[src/rtl/ctrl_pipe_regs.sv]
// Control-side pipeline registers ID/EX, EX/MEM and MEM/WB, with load-use stall,
// branch/jump flush and EX-stage forwarding selects.
module ctrl_pipe_regs #(
  parameter int REG_W = 5
) (
  input  logic             clk,
  input  logic             rst_n,
  input  logic             id_valid,
  input  logic             id_RegDst,
  input  logic             id_ALUSrc,
  input  logic             id_MemtoReg,
  input  logic             id_RegWrite,
  input  logic             id_MemRead,
  input  logic             id_MemWrite,
  input  logic             id_Branch,
  input  logic             id_Jump,
  input  logic [1:0]       id_ALUOp,
  input  logic [REG_W-1:0] id_rs,
  input  logic [REG_W-1:0] id_rt,
  input  logic [REG_W-1:0] id_rd,
  input  logic             ex_zero,
  output logic             stall,
  output logic             flush,
  output logic             ex_ALUSrc,
  output logic [1:0]       ex_ALUOp,
  output logic             ex_Branch,
  output logic             ex_Jump,
  output logic [REG_W-1:0] ex_rs,
  output logic [REG_W-1:0] ex_rt,
  output logic [1:0]       fwd_a,
  output logic [1:0]       fwd_b,
  output logic             mem_MemRead,
  output logic             mem_MemWrite,
  output logic             wb_RegWrite,
  output logic             wb_MemtoReg,
  output logic [REG_W-1:0] wb_dst
);

  typedef struct packed {
    logic             v;
    logic             reg_write;
    logic             mem_to_reg;
    logic             mem_read;
    logic             mem_write;
    logic             alu_src;
    logic             branch;
    logic             jump;
    logic [1:0]       alu_op;
    logic [REG_W-1:0] dst;
    logic [REG_W-1:0] rs;
    logic [REG_W-1:0] rt;
  } ex_stage_t;

  typedef struct packed {
    logic             v;
    logic             reg_write;
    logic             mem_to_reg;
    logic             mem_read;
    logic             mem_write;
    logic [REG_W-1:0] dst;
  } mem_stage_t;

  typedef struct packed {
    logic             v;
    logic             reg_write;
    logic             mem_to_reg;
    logic [REG_W-1:0] dst;
  } wb_stage_t;

  ex_stage_t  ex_q,  ex_d;
  mem_stage_t mem_q, mem_d;
  wb_stage_t  wb_q,  wb_d;

  logic             uses_rs;
  logic             uses_rt;
  logic             load_use;
  logic             flush_w;
  logic             stall_w;
  logic [REG_W-1:0] id_dst;

  // A non-writing instruction carries dst=0 so a don't-care RegDst can never
  // create a false hazard or forwarding match downstream.
  always_comb begin
    id_dst = '0;
    if (id_RegWrite) begin
      id_dst = id_RegDst ? id_rd : id_rt;
    end
  end

  always_comb begin
    uses_rs  = ~id_Jump;
    uses_rt  = id_RegDst | id_MemWrite | (id_Branch & ~id_Jump);
    flush_w  = ex_q.v & ex_q.branch & (ex_q.jump | ex_zero);
    load_use = id_valid & ex_q.v & ex_q.mem_read & (ex_q.dst != '0) &
               ((uses_rs & (ex_q.dst == id_rs)) | (uses_rt & (ex_q.dst == id_rt)));
    // A taken branch discards the ID instruction anyway, so it cannot stall.
    stall_w  = load_use & ~flush_w;
  end

  always_comb begin
    ex_d = '0;
    if (id_valid & ~stall_w & ~flush_w) begin
      ex_d.v          = 1'b1;
      ex_d.reg_write  = id_RegWrite;
      ex_d.mem_to_reg = id_MemtoReg;
      ex_d.mem_read   = id_MemRead;
      ex_d.mem_write  = id_MemWrite;
      ex_d.alu_src    = id_ALUSrc;
      ex_d.branch     = id_Branch;
      ex_d.jump       = id_Jump;
      ex_d.alu_op     = id_ALUOp;
      ex_d.dst        = id_dst;
      ex_d.rs         = id_rs;
      ex_d.rt         = id_rt;
    end
  end

  always_comb begin
    mem_d            = '0;
    mem_d.v          = ex_q.v;
    mem_d.reg_write  = ex_q.reg_write;
    mem_d.mem_to_reg = ex_q.mem_to_reg;
    mem_d.mem_read   = ex_q.mem_read;
    mem_d.mem_write  = ex_q.mem_write;
    mem_d.dst        = ex_q.dst;
  end

  always_comb begin
    wb_d            = '0;
    wb_d.v          = mem_q.v;
    wb_d.reg_write  = mem_q.reg_write;
    wb_d.mem_to_reg = mem_q.mem_to_reg;
    wb_d.dst        = mem_q.dst;
  end

  always_ff @(posedge clk or negedge rst_n) begin
    if (!rst_n) begin
      ex_q  <= '0;
      mem_q <= '0;
      wb_q  <= '0;
    end else begin
      ex_q  <= ex_d;
      mem_q <= mem_d;
      wb_q  <= wb_d;
    end
  end

  logic [REG_W-1:0] fwd_src [2];
  logic [1:0]       fwd_sel [2];

  assign fwd_src[0] = ex_q.rs;
  assign fwd_src[1] = ex_q.rt;

  // The younger producer in MEM shadows an older one in WB for the same register.
  generate
    for (genvar gi = 0; gi < 2; gi++) begin : g_fwd
      logic mem_hit;
      logic wb_hit;
      assign mem_hit = mem_q.v & mem_q.reg_write & (mem_q.dst != '0) & (mem_q.dst == fwd_src[gi]);
      assign wb_hit  = wb_q.v & wb_q.reg_write & (wb_q.dst != '0) & (wb_q.dst == fwd_src[gi]);
      assign fwd_sel[gi] = mem_hit ? 2'b10 : (wb_hit ? 2'b01 : 2'b00);
    end
  endgenerate

  assign stall        = stall_w;
  assign flush        = flush_w;
  assign fwd_a        = fwd_sel[0];
  assign fwd_b        = fwd_sel[1];
  assign ex_ALUSrc    = ex_q.alu_src;
  assign ex_ALUOp     = ex_q.alu_op;
  assign ex_Branch    = ex_q.branch;
  assign ex_Jump      = ex_q.jump;
  assign ex_rs        = ex_q.rs;
  assign ex_rt        = ex_q.rt;
  assign mem_MemRead  = mem_q.v & mem_q.mem_read;
  assign mem_MemWrite = mem_q.v & mem_q.mem_write;
  assign wb_RegWrite  = wb_q.v & wb_q.reg_write;
  assign wb_MemtoReg  = wb_q.mem_to_reg;
  assign wb_dst       = wb_q.dst;

endmodule
[config.mk]
export PLATFORM = sky130hd
export DESIGN_NAME = ctrl_pipe_regs
export DESIGN_NICKNAME = d
export VERILOG_FILES = /design/src/rtl/ctrl_pipe_regs.sv
export SDC_FILE = /design/constraint.sdc
export NUM_CORES = 1
export LEC_CHECK = 0
export ABC_AREA = 1
export BUFFER_PORTS_ARGS = -buffer_cell sky130_fd_sc_hd__buf_4
export CAP_MARGIN = 20
export CORE_ASPECT_RATIO = 1.2
export CORE_UTILIZATION = 46
export DETAILED_ROUTE_END_ITERATION = 8
export GPL_ROUTABILITY_DRIVEN = 0
export PLACE_DENSITY = 0.75
export SYNTH_ARGS = -nofsm -noshare
export SYNTH_HDL_FRONTEND = slang
export SYNTH_SLANG_ARGS = --single-unit
[constraint.sdc]
create_clock -name clk -period 1.35 [get_ports clk]
set_clock_uncertainty 0.15 [all_clocks]
set_input_delay 0.2025 -clock clk [delete_from_list [all_inputs] [get_ports clk]]
set_output_delay 0.2025 -clock clk [all_outputs]
set_load 0.01 [all_outputs]
==> results of run 1 <==
-- cells by family (layout without fill, tap and decap cells) --
family / after synthesis / after routing / synth area share (%)
simple gates: 99 / 99 / 20.3
flops: 43 / 43 / 53.2
xor+xnor: 19 / 19 / 8.22
compound gates: 13 / 13 / 3.34
buf+inv: 58 / 163 / 15.0
-- power groups by stage --
stage,clock network [uW],logic (uW),registers (uW)
4_1_cts,833,633,1410
2_1_floorplan,0,244,1430
5_1_grt,909,777,1430
3_5_place_dp,0,491,1440
3_3_place_gp,0,480,1440
6_report,852,726,1430
-- area by class of cell --
type / instances / area share, %
Inverter: 37 / 4.14
Clock buffer: 5 / 2.05
Sequential cell: 43 / 32.1
Timing Repair Buffer: 118 / 33.6
Tap cell: 56 / 2.09
Clock inverter: 3 / 0.708
Multi-Input combinational cell: 131 / 25.3
-- cells in the final DEF, fill, tap and decap left out, types with 2 or more instances in the layout --
| master | instances |
|---|---|
| nand4_1 | 3 |
| buf_12 | 7 |
| nand2_4 | 2 |
| dfrtp_1 | 41 |
| clkinvlp_4 | 2 |
| nand2_2 | 9 |
| dlygate4sd3_1 | 9 |
| xnor2_1 | 12 |
| nand3_1 | 2 |
| a21oi_1 | 5 |
| nor3_2 | 2 |
| o21ai_1 | 2 |
| o21ai_0 | 5 |
| nand2_1 | 33 |
| nand3_2 | 3 |
| clkbuf_8 | 5 |
| inv_1 | 25 |
| nor2_2 | 20 |
| xor2_1 | 6 |
| dfrtp_2 | 2 |
| buf_4 | 68 |
| inv_2 | 11 |
| nor2_1 | 11 |
| nor2_4 | 11 |
| buf_6 | 33 |
| nand3b_1 | 2 |
-- flip-flops by register name (all words and copies together) (netlist names) --
signal	cells
ex_Branch	1
ex_rt	5
wb_MemtoReg	1
ex_ALUSrc	1
mem_q	10
ex_ALUOp	2
ex_q	10
wb_dst	5
ex_rs	5
ex_Jump	1
wb_q	2
-- routing by layer --
metal  part of all wire, %  up-vias  GRT usage (%)
met1                    36      915           23.7
met3                   3.8       18           3.33
met4                   4.0        0           12.1
li1                      -      883              -
met5                     0        -              0
met2                    56       70           46.0
-- metrics by stage --
| stage | total power, uW | utilization (%) | setup slack (ps) | instance area (um^2) | TNS, ps |
|---|---|---|---|---|---|
| 6_report | 3000 | 79.3 | -583 | 3360 | -15320 |
| 5_1_grt | 3120 | 79.3 | -634 | 3360 | -17290 |
| 4_1_cts | 2880 | 74.0 | -496 | 3130 | -10970 |
| 3_5_place_dp | 1930 | 62.7 | -204 | 2650 | -3580 |
| 3_3_place_gp | 1920 | 62.7 | -144 | 2650 | -3220 |
| 2_1_floorplan | 1680 | - | -44.5 | 2020 | -754 |
-- critical path: stages (launching register included) --
cell and delay, ps:
dfrtp_1 410, inv_2 80, buf_6 110, nand4_1 100
nand3_1 110, nor2_1 180, nand2_2 100, buf_6 140
nand2_8 60, buf_12 110, buf_12 110, buf_8 120
nor2_4 40
-- cell usage after synthesis --
cell,number,area [um^2]
xor2_1,6,52.6
dfrtp_1,43,1080
nand2_2,1,6.26
nor2_2,2,12.5
o21ai_0,7,35.0
buf_6,2,22.5
clkinv_1,1,3.75
xnor2_1,13,114
nor2_1,40,150
nand2_1,43,161
inv_1,36,135
o21a_1,1,7.51
nor3_1,2,10.0
nand4_1,3,18.8
nand2_4,1,11.3
buf_4,19,143
a21oi_1,5,25.0
nand3_1,5,25.0
nand3b_1,2,15.0
-- worst max-delay path by stage --
stage / startpoint / to / slack, ps / cells after the start
after global placement: ex_rs[0] / fwd_a[0] / -140 / 6
after floorplan: ex_Jump / ex_q[10] / -40 / 8
final: ex_q[14] / ex_q[21] / -580 / 12
after CTS: wb_dst[0] / fwd_a[0] / -500 / 6
after global routing: ex_q[14] / ex_rt[0] / -630 / 12
after detailed placement: ex_rs[0] / fwd_a[0] / -200 / 6
-- timing repair --
item                       4_1_cts  5_1_grt
cloned                           2        0
gates resized for setup         51       60
buffers inserted                10        9
hold buffers                     8        1
setup endpoints to repair       39       47
hold endpoints to repair        50        1
pin swaps                       14       17
==> out/qor.txt, run 1 <==
RSZ-0062 raised after global routing -> true
Hold Crit Depth -> 3
Row cnt -> 26
Antenna viol nets, final -> 0
Final Non-Filler Cells -> 393
GRT overflow -> 0
Switch share -> 29.3%
Ports -> 59
Fin. max-slew vios -> 0
CP arrival -> 1980 ps
Vias per std cell -> 4.80
Worst Tran Pin Value -> 519 ps
Psw -> 879 uW
Reg-to-reg slack, setup -> -580 ps
Core ar. -> 0.00423 mm^2
Drt pass-1 iters -> 4
P_int -> 2120 uW
RR Startpoint -> ex_q[14]
Worst R2R End -> ex_q[21]
Diode count -> 0
Hold Path Class -> in2reg
Post-detailed-routing wire length -> 5800 um
Bufs on Longest Clock Path -> 2
H-tree levels -> 2
F_max -> 0.517 GHz
Peak supply drop -> 817 uV
Die area -> 0.00467 mm^2
Startpoint Class -> flip-flop
Reg area -> 0.00108 mm^2
Sink Count -> 43
CTS tree -> done
Initial antenna violation count -> 0
Die Y -> 74.7 um
Clock latency on the worst-skew pair -> 300 ps
Tcrit/Tclk final -> 143%
Multi-input logic area -> 848 um^2
First-pass GRT wire length -> 8070 um
Post-synthesis sequential area ratio -> 53.2%
Cells after synthesis -> 232
Clock network power share -> 28.4%
Leak Pwr -> 0.00177 uW
Mapped Area -> 0.00202 mm^2
Hold EP -> ex_q[12]
Largest net degree at the start of global routing -> 44
Final setup violation count -> 33
Port-buffer cells -> 58
WS Path Type -> reg2reg
Yosys warnings -> 0
Post-DR wirelength/cell -> 14.8 um
Synth-to-Final Area Change -> 65.8%
Number of global-route vias before repair -> 1808
Post-route DRC violation count -> 0
Comb pwr share -> 24.2%
Slew headroom -> 65.4%
Critical Path End Type -> flip-flop
Count of cell types in the netlist -> 19
Fin Hold WS -> 41.5 ps
CTS Root Cell -> clkbuf_8
Mapped Nets -> 261
Max Cap Violations -> 0
Seq pwr share -> 47.5%
Final nets -> 365
Number of synthesized register bits -> 43
Clk slew on worst S/H paths -> 90 ps
Hold_sp -> id_rd[2]
Total CTS buffers -> 5
Post-DP HPWL -> 3110 um
Filler Cell Count -> 245
Worst reg2reg path depth -> 12
Hold Vio Cnt, Final -> 0
Worst endpoint required time -> 1400 ps
Failing checks -> negative setup slack
Initial DRC count -> 45
Power Dens Cells -> 895 mW/mm^2
Die W -> 62.6 um
Total placed cells including tap cells -> 360
Initial Utilization -> 47.9%
Run status -> finished with violations
Routed vias -> 1886
Share of cells above drive strength 1 -> 53.1%
Final worst slack -> -583 ps
Syn Area/Cell -> 8.73 um^2
Crit Path Max Fanout -> 4
Tmin final -> 1930 ps
Tot GR Track Use -> 23.1%
Power figures use the tool's default switching activity.
==> run 2, diff against run 1 <==
--- a/config.mk
+++ b/config.mk
@@ -9,10 +9,10 @@
 export BUFFER_PORTS_ARGS = -buffer_cell sky130_fd_sc_hd__buf_4
 export CAP_MARGIN = 20
 export CORE_ASPECT_RATIO = 1.2
-export CORE_UTILIZATION = 46
+export CORE_UTILIZATION = 51
 export DETAILED_ROUTE_END_ITERATION = 8
 export GPL_ROUTABILITY_DRIVEN = 0
-export PLACE_DENSITY = 0.75
+export PLACE_DENSITY = 0.79
 export SYNTH_ARGS = -nofsm -noshare
 export SYNTH_HDL_FRONTEND = slang
 export SYNTH_SLANG_ARGS = --single-unit
==> constraint.sdc (replaced) <==
create_clock -name clk -period 1.8 [get_ports clk]
set_clock_uncertainty 0.15 [all_clocks]
set_input_delay 0.27 -clock clk [delete_from_list [all_inputs] [get_ports clk]]
set_output_delay 0.27 -clock clk [all_outputs]
set_load 0.01 [all_outputs]
==> out/qor.txt, run 2 (synthesized netlist as in run 1, its figures left out) <==
Final worst slack -> -116 ps (+467 ps)
RSZ-0062 raised after global routing -> true
Hold_sp -> id_MemtoReg
CP arrival -> 1500 ps (-480 ps)
Reg-to-reg slack, setup -> 250 ps (+830 ps)
Final setup violation count -> 3 (-91%)
Vias per std cell -> 4.37 (-8.9%)
Slowest CP cell -> dfrtp_2
Commonest non-fill, non-tap cell in the layout -> buf_4
F_max -> 0.522 GHz
Crit Path Max Fanout -> 5 (+1)
Die W -> 59.5 um (-4.9%)
Port-buffer cells -> 58 (unchanged)
Power Dens Cells -> 865 mW/mm^2 (-3.3%)
Routed vias -> 1461 (-23%)
Most frequent cells in the layout -> buf_4, nand2_1, dfrtp_1, nor2_1, inv_1
Number of global-route vias before repair -> 1316 (-27%)
Sink Count -> 43 (unchanged)
Psw -> 506 uW (-42%)
Most frequent CP cell -> nand3b_1
Diode count -> 0 (unchanged)
CP Buf/Inv Count -> 2 (-4)
Critical path, cell by cell -> nor2_2 > nand3b_1 > nand3_2 > inv_1 > nand3b_1 > nand2_1 > nor2_1 > buf_4
Crit path launch -> mem_q[3]
Comb pwr share -> 13.6% (-11 points)
Peak supply drop -> 882 uV (+8.0%)
Post-route DRC violation count -> 0 (unchanged)
Max Cap Violations -> 0 (unchanged)
Initial antenna violation count -> 0 (unchanged)
Final nets -> 310 (-15%)
Initial DRC count -> 20 (-56%)
Fin util -> 69.3% (-10 points)
Seq pwr share -> 47.8% (+0.3 points)
H-tree levels -> 2 (unchanged)
CTS tree -> done
Hold Crit Depth -> 3 (unchanged)
Cell area after placement -> 0.00236 mm^2 (-11%)
Failing checks -> negative setup slack
Initial Utilization -> 54.4% (+6.5 points)
Bufs on Longest Clock Path -> 2 (unchanged)
Row cnt -> 24 (-7.7%)
Tot GR Track Use -> 18.9% (-4.2 points)
Post-DR wirelength/cell -> 10.8 um (-27%)
Antenna viol nets, final -> 0 (unchanged)
Hold EP -> ex_q[22]
GRT overflow -> 0 (unchanged)
Critical Path End Type -> output port
Die Y -> 71.0 um (-4.9%)
Run status -> finished with violations
Worst Tran Pin Value -> 509 ps (-9.47 ps)
Hold Path Class -> in2reg
P_int -> 1730 uW (-19%)
Switch share -> 22.7% (-6.6 points)
Cell area after layout -> 0.00258 mm^2 (-23%)
Clock network power share -> 38.6% (+10 points)
Critical Path Max Stage Delay -> 440 ps (+30 ps)
Drt pass-1 iters -> 4 (unchanged)
First-pass GRT wire length -> 5800 um (-28%)
Ports -> 59 (unchanged)
Largest net degree at the start of global routing -> 44 (unchanged)
Share of cells above drive strength 1 -> 30.9% (-22 points)
Synth-to-Final Area Change -> 27.4%
Tcrit/Tclk final -> 106%
Worst endpoint required time -> 1380 ps (-20 ps)
Post-detailed-routing wire length -> 3610 um (-38%)
Hold Vio Cnt, Final -> 0 (unchanged)
Total CTS buffers -> 5 (unchanged)
RR Startpoint -> ex_q[10]
Clock latency on the worst-skew pair -> 290 ps (about the same)
CTS Root Cell -> clkbuf_8
Top Registers -> ex_q: 10 flops, mem_q: 10 flops
Core ar. -> 0.00372 mm^2 (-12%)
WS Path Type -> reg2out
Worst R2R End -> ex_rs[0]
Reg area -> 0.00108 mm^2 (+0.23%)
Leak Pwr -> 0.00145 uW (-18%)
Slew headroom -> 66.1% (+0.63 points)
Tmin final -> 1920 ps
Clk slew on worst S/H paths -> 80 ps (about the same)
Worst reg2reg path depth -> 10 (-2)
Multi-input logic area -> 678 um^2 (-20%)
Startpoint Class -> flip-flop
Post-DP HPWL -> 2670 um (-14%)
Filler Cell Count -> 313 (+28%)
CP top delay family -> simple AND/OR/NAND/NOR gates
Die area -> 0.00423 mm^2 (-9.5%)
Fin. max-slew vios -> 0 (unchanged)
-- run 2: metal layers --
layer,track usage [%],vias up,routed length (um)
met3,2.93,9,143
li1,-,771,-
met2,30.2,43,1880
met1,24.1,638,1480
met5,0,-,0
met4,11.1,0,105
-- run 2: timing repair --
item / 4_1_cts / 5_1_grt
cloned: 0 / 0
resized for setup: 5 / 12
pin swaps: 7 / 9
hold endpoints to repair: 43 / 0
buffers inserted: 4 / 0
hold buffers: 1 / 0
endpoints found under the setup margin: 5 / 7
-- run 2: area by class of cell --
class                      count  share of cell area [%]
inverter                      37                    5.39
clock buffer                   6                    2.81
timing repair buffer          63                    18.7
sequential                    43                    41.9
multi-input combinational    131                    26.3
clock inverter                 2                    2.33
tap                           52                    2.52
-- run 2: worst max-delay path by stage --
stage               end  slack (ps)  cells after the start
6_report       fwd_b[0]        -120                      8
5_1_grt        fwd_b[0]        -220                      8
4_1_cts        fwd_b[0]        -100                      8
3_5_place_dp   fwd_a[0]         180                      5
3_3_place_gp   fwd_a[0]         230                      5
2_1_floorplan  ex_q[12]         390                      8
-- run 2: power groups by stage --
| stage | combinational [uW] | clock (uW) | sequential (uW) |
|---|---|---|---|
| after floorplan | 183 | 0 | 1070 |
| after CTS | 304 | 884 | 1060 |
| final | 304 | 861 | 1070 |
| after global routing | 338 | 920 | 1070 |
| after global placement | 287 | 0 | 1080 |
| after detailed placement | 291 | 0 | 1080 |
-- run 2: through the flow --
stage,worst slack [ps],hold slack (ps),power (uW),setup TNS (ps),instances
after floorplan,390,-176,1260,0,232
after global placement,233,125,1370,0,321
after detailed placement,177,125,1370,0,321
after CTS,-95.7,27.7,2250,-210,334
after global routing,-222,49.6,2330,-646,334
final,-116,39.6,2230,-201,334
-- run 2: worst reg2reg max path: stages (launching register included) --
cell     delay (ps)
dfrtp_1         410
inv_1            70
nand2_1          60
nand2_1          50
nor2_1          100
nand3_1          70
nand2_1         100
nand2_2          60
buf_4           150
nand2_8         150
nor2_1           70
==> run 3, diff against run 2 <==
--- a/config.mk
+++ b/config.mk
@@ -9,10 +9,10 @@
 export BUFFER_PORTS_ARGS = -buffer_cell sky130_fd_sc_hd__buf_4
 export CAP_MARGIN = 20
 export CORE_ASPECT_RATIO = 1.2
-export CORE_UTILIZATION = 51
+export CORE_UTILIZATION = 55
 export DETAILED_ROUTE_END_ITERATION = 8
 export GPL_ROUTABILITY_DRIVEN = 0
-export PLACE_DENSITY = 0.79
+export PLACE_DENSITY = 0.84
 export SYNTH_ARGS = -nofsm -noshare
 export SYNTH_HDL_FRONTEND = slang
 export SYNTH_SLANG_ARGS = --single-unit
==> constraint.sdc (replaced) <==
create_clock -name clk -period 2.44 [get_ports clk]
set_clock_uncertainty 0.15 [all_clocks]
set_input_delay 0.366 -clock clk [delete_from_list [all_inputs] [get_ports clk]]
set_output_delay 0.366 -clock clk [all_outputs]
set_load 0.01 [all_outputs]
==> out/qor.txt, run 3 (synthesized netlist as in run 1, its figures left out) <==
Switch share -> 26.7% (+4.0 points)
Peak supply drop -> 542 uV (-39%)
CTS Root Cell -> clkbuf_8
Startpoint Class -> flip-flop
Row cnt -> 23 (-4.2%)
Post-route DRC violation count -> 5 (+5)
Max Cap Violations -> 0 (unchanged)
First-pass GRT wire length -> 5600 um (-3.4%)
GRT overflow -> 0 (unchanged)
Critical Path End Type -> output port
Tot GR Track Use -> 19.3% (+0.41 points)
Worst Tran Pin Value -> 499 ps (-10.2 ps)
Final worst slack -> 441 ps (+557 ps)
Tmin final -> 2000 ps
Routed vias -> 1484 (+1.6%)
F_max -> 0.500 GHz
WS Path Type -> reg2out
Layer with the highest usage -> met2
Total CTS buffers -> 5 (unchanged)
Psw -> 387 uW (-24%)
Initial antenna violation count -> 0 (unchanged)
Largest net degree at the start of global routing -> 44 (unchanged)
Post-DP HPWL -> 2720 um (+2.0%)
Slowest CP cell -> dfrtp_1
Seq pwr share -> 54.2% (+6.4 points)
Worst reg2reg path depth -> 9 (-1)
Sink Count -> 43 (unchanged)
H-tree levels -> 2 (unchanged)
CP arrival -> 1480 ps (-20 ps)
Die W -> 57.4 um (-3.6%)
Vias per std cell -> 4.71 (+7.7%)
Comb pwr share -> 14.7% (+1.1 points)
Tcrit/Tclk final -> 81.9%
Post-DR wirelength/cell -> 11.1 um (+2.9%)
Number of gates resized after cts -> 0 (-5)
Share of cells above drive strength 1 -> 25.2% (-5.7 points)
Die Y -> 68.5 um (-3.6%)
Fin. max-slew vios -> 0 (unchanged)
CTS tree -> done
Synth-to-Final Area Change -> 20.7%
Clk slew on worst S/H paths -> 80 ps (about the same)
RSZ-0062 raised after global routing -> false
Hold Path Class -> in2reg
Hold Buf Count CTS -> 1 (unchanged)
Failing checks -> design-rule violations
Worst endpoint required time -> 1920 ps (+540 ps)
Post-detailed-routing wire length -> 3500 um (-2.9%)
Clock network power share -> 31.1% (-7.5 points)
Crit Path Max Fanout -> 5 (unchanged)
Hold Crit Depth -> 3 (unchanged)
Slew headroom -> 66.7% (+0.68 points)
Final setup violation count -> 0 (-3)
Clock latency on the worst-skew pair -> 290 ps (about the same)
M2 GR Usage -> 36.9% (+6.7 points)
Bufs on Longest Clock Path -> 2 (unchanged)
Pre-CTS setup slack -> 742 ps (+565 ps)
Number of setup buffers added after CTS -> 0 (-4)
CP Buf/Inv Count -> 1 (-1)
Run status -> finished with violations
Routing usage on met3 -> 4.16% (+1.2 points)
CP top delay family -> simple AND/OR/NAND/NOR gates
Hold Vio Cnt, Final -> 0 (unchanged)
Leak Pwr -> 0.00141 uW (-3.1%)
Core ar. -> 0.00342 mm^2 (-8.0%)
Critical Path Max Stage Delay -> 430 ps (about the same)
Port-buffer cells -> 58 (unchanged)
Top Registers -> ex_q: 10 flops, mem_q: 10 flops
M1 GR Usage -> 20.5% (-3.6 points)
Commonest non-fill, non-tap cell in the layout -> buf_4
Final setup TNS -> 0 ps (+201 ps)
Reg-to-reg slack, setup -> 890 ps (+640 ps)
Diode count -> 0 (unchanged)
Die area -> 0.00393 mm^2 (-7.0%)
Number of global-route vias before repair -> 1390 (+5.6%)
Initial Utilization -> 59.1% (+4.7 points)
Ports -> 59 (unchanged)
Antenna viol nets, final -> 0 (unchanged)
Worst path depth -> 5 (-3)
Critical path, cell by cell -> xnor2_1 > nand4_1 > nor3_1 > nor2_1 > buf_4
Final nets -> 306 (-1.3%)
Most frequent cells in the layout -> buf_4, nand2_1, dfrtp_1, nor2_1, inv_1
P_int -> 1060 uW (-38%)
Power Dens Cells -> 593 mW/mm^2 (-32%)
Filler Cell Count -> 284 (-9.3%)
Initial DRC count -> 27 (+35%)
Drt pass-1 iters -> 6 (+2)
-- run 3: cell count changes in the layout (fill, tap and decap cells not counted), sizes merged --
| cell | change |
|---|---|
| clkbuf | -1 |
| inv | +1 |
| clkinvlp | +2 |
| buf | -4 |
| bufinv | -2 |
-- run 3: final cells by class --
type	count	area [um^2]	area share, %
Sequential cell	43	1080	44.0
Multi-Input combinational cell	131	644	26.4
Timing Repair Buffer	59	445	18.2
Inverter	37	139	5.68
Clock buffer	5	68.8	2.82
Tap cell	37	46.3	1.89
Clock inverter	3	23.8	0.973
-- run 3: worst reg2reg max path: cells and delay by family, from the launching register on --
family        cells  cell delay, ps
simple gates      8             800
flops             1             400
buf+inv           1              90
-- run 3: power groups by stage --
| stage | Combinational [uW] | Sequential (uW) | Clock, uW |
|---|---|---|---|
| floorplan | 135 | 793 | 0 |
| CTS | 217 | 785 | 457 |
| detailed placement | 215 | 799 | 0 |
| global route | 239 | 790 | 490 |
| global placement | 210 | 797 | 0 |
| finish | 213 | 784 | 451 |
-- run 3: per-layer routing --
metal | vias up | share of wire [%]
li1 | 761 | -
met1 | 677 | 39
met2 | 42 | 54
met3 | 4 | 4.9
met4 | 0 | 1.6
met5 | - | 0
-- run 3: worst paths after layout --
| check | startpoint | endpoint |
|---|---|---|
| max | mem_q[3] | fwd_a[0] |
| max reg2reg | ex_q[13] | ex_rt[3] |
| min reg2reg | mem_q[7] | wb_MemtoReg |
| min in group asynchronous | rst_n | ex_ALUOp[1] |
| max in group asynchronous | rst_n | ex_rs[1] |
| min | id_ALUSrc | ex_ALUSrc |
-- run 3: per-stage QoR --
step                power (uW)  util (%)  instances  hold WS, ps  instance area (um^2)
floorplan                  928         -        232        -79.6                  2020
global placement          1010      68.4        306          184                  2340
detailed placement        1010      68.4        306          189                  2340
CTS                       1460      71.4        315          130                  2440
global route              1520      71.4        315          141                  2440
finish                    1450      71.4        315          133                  2440
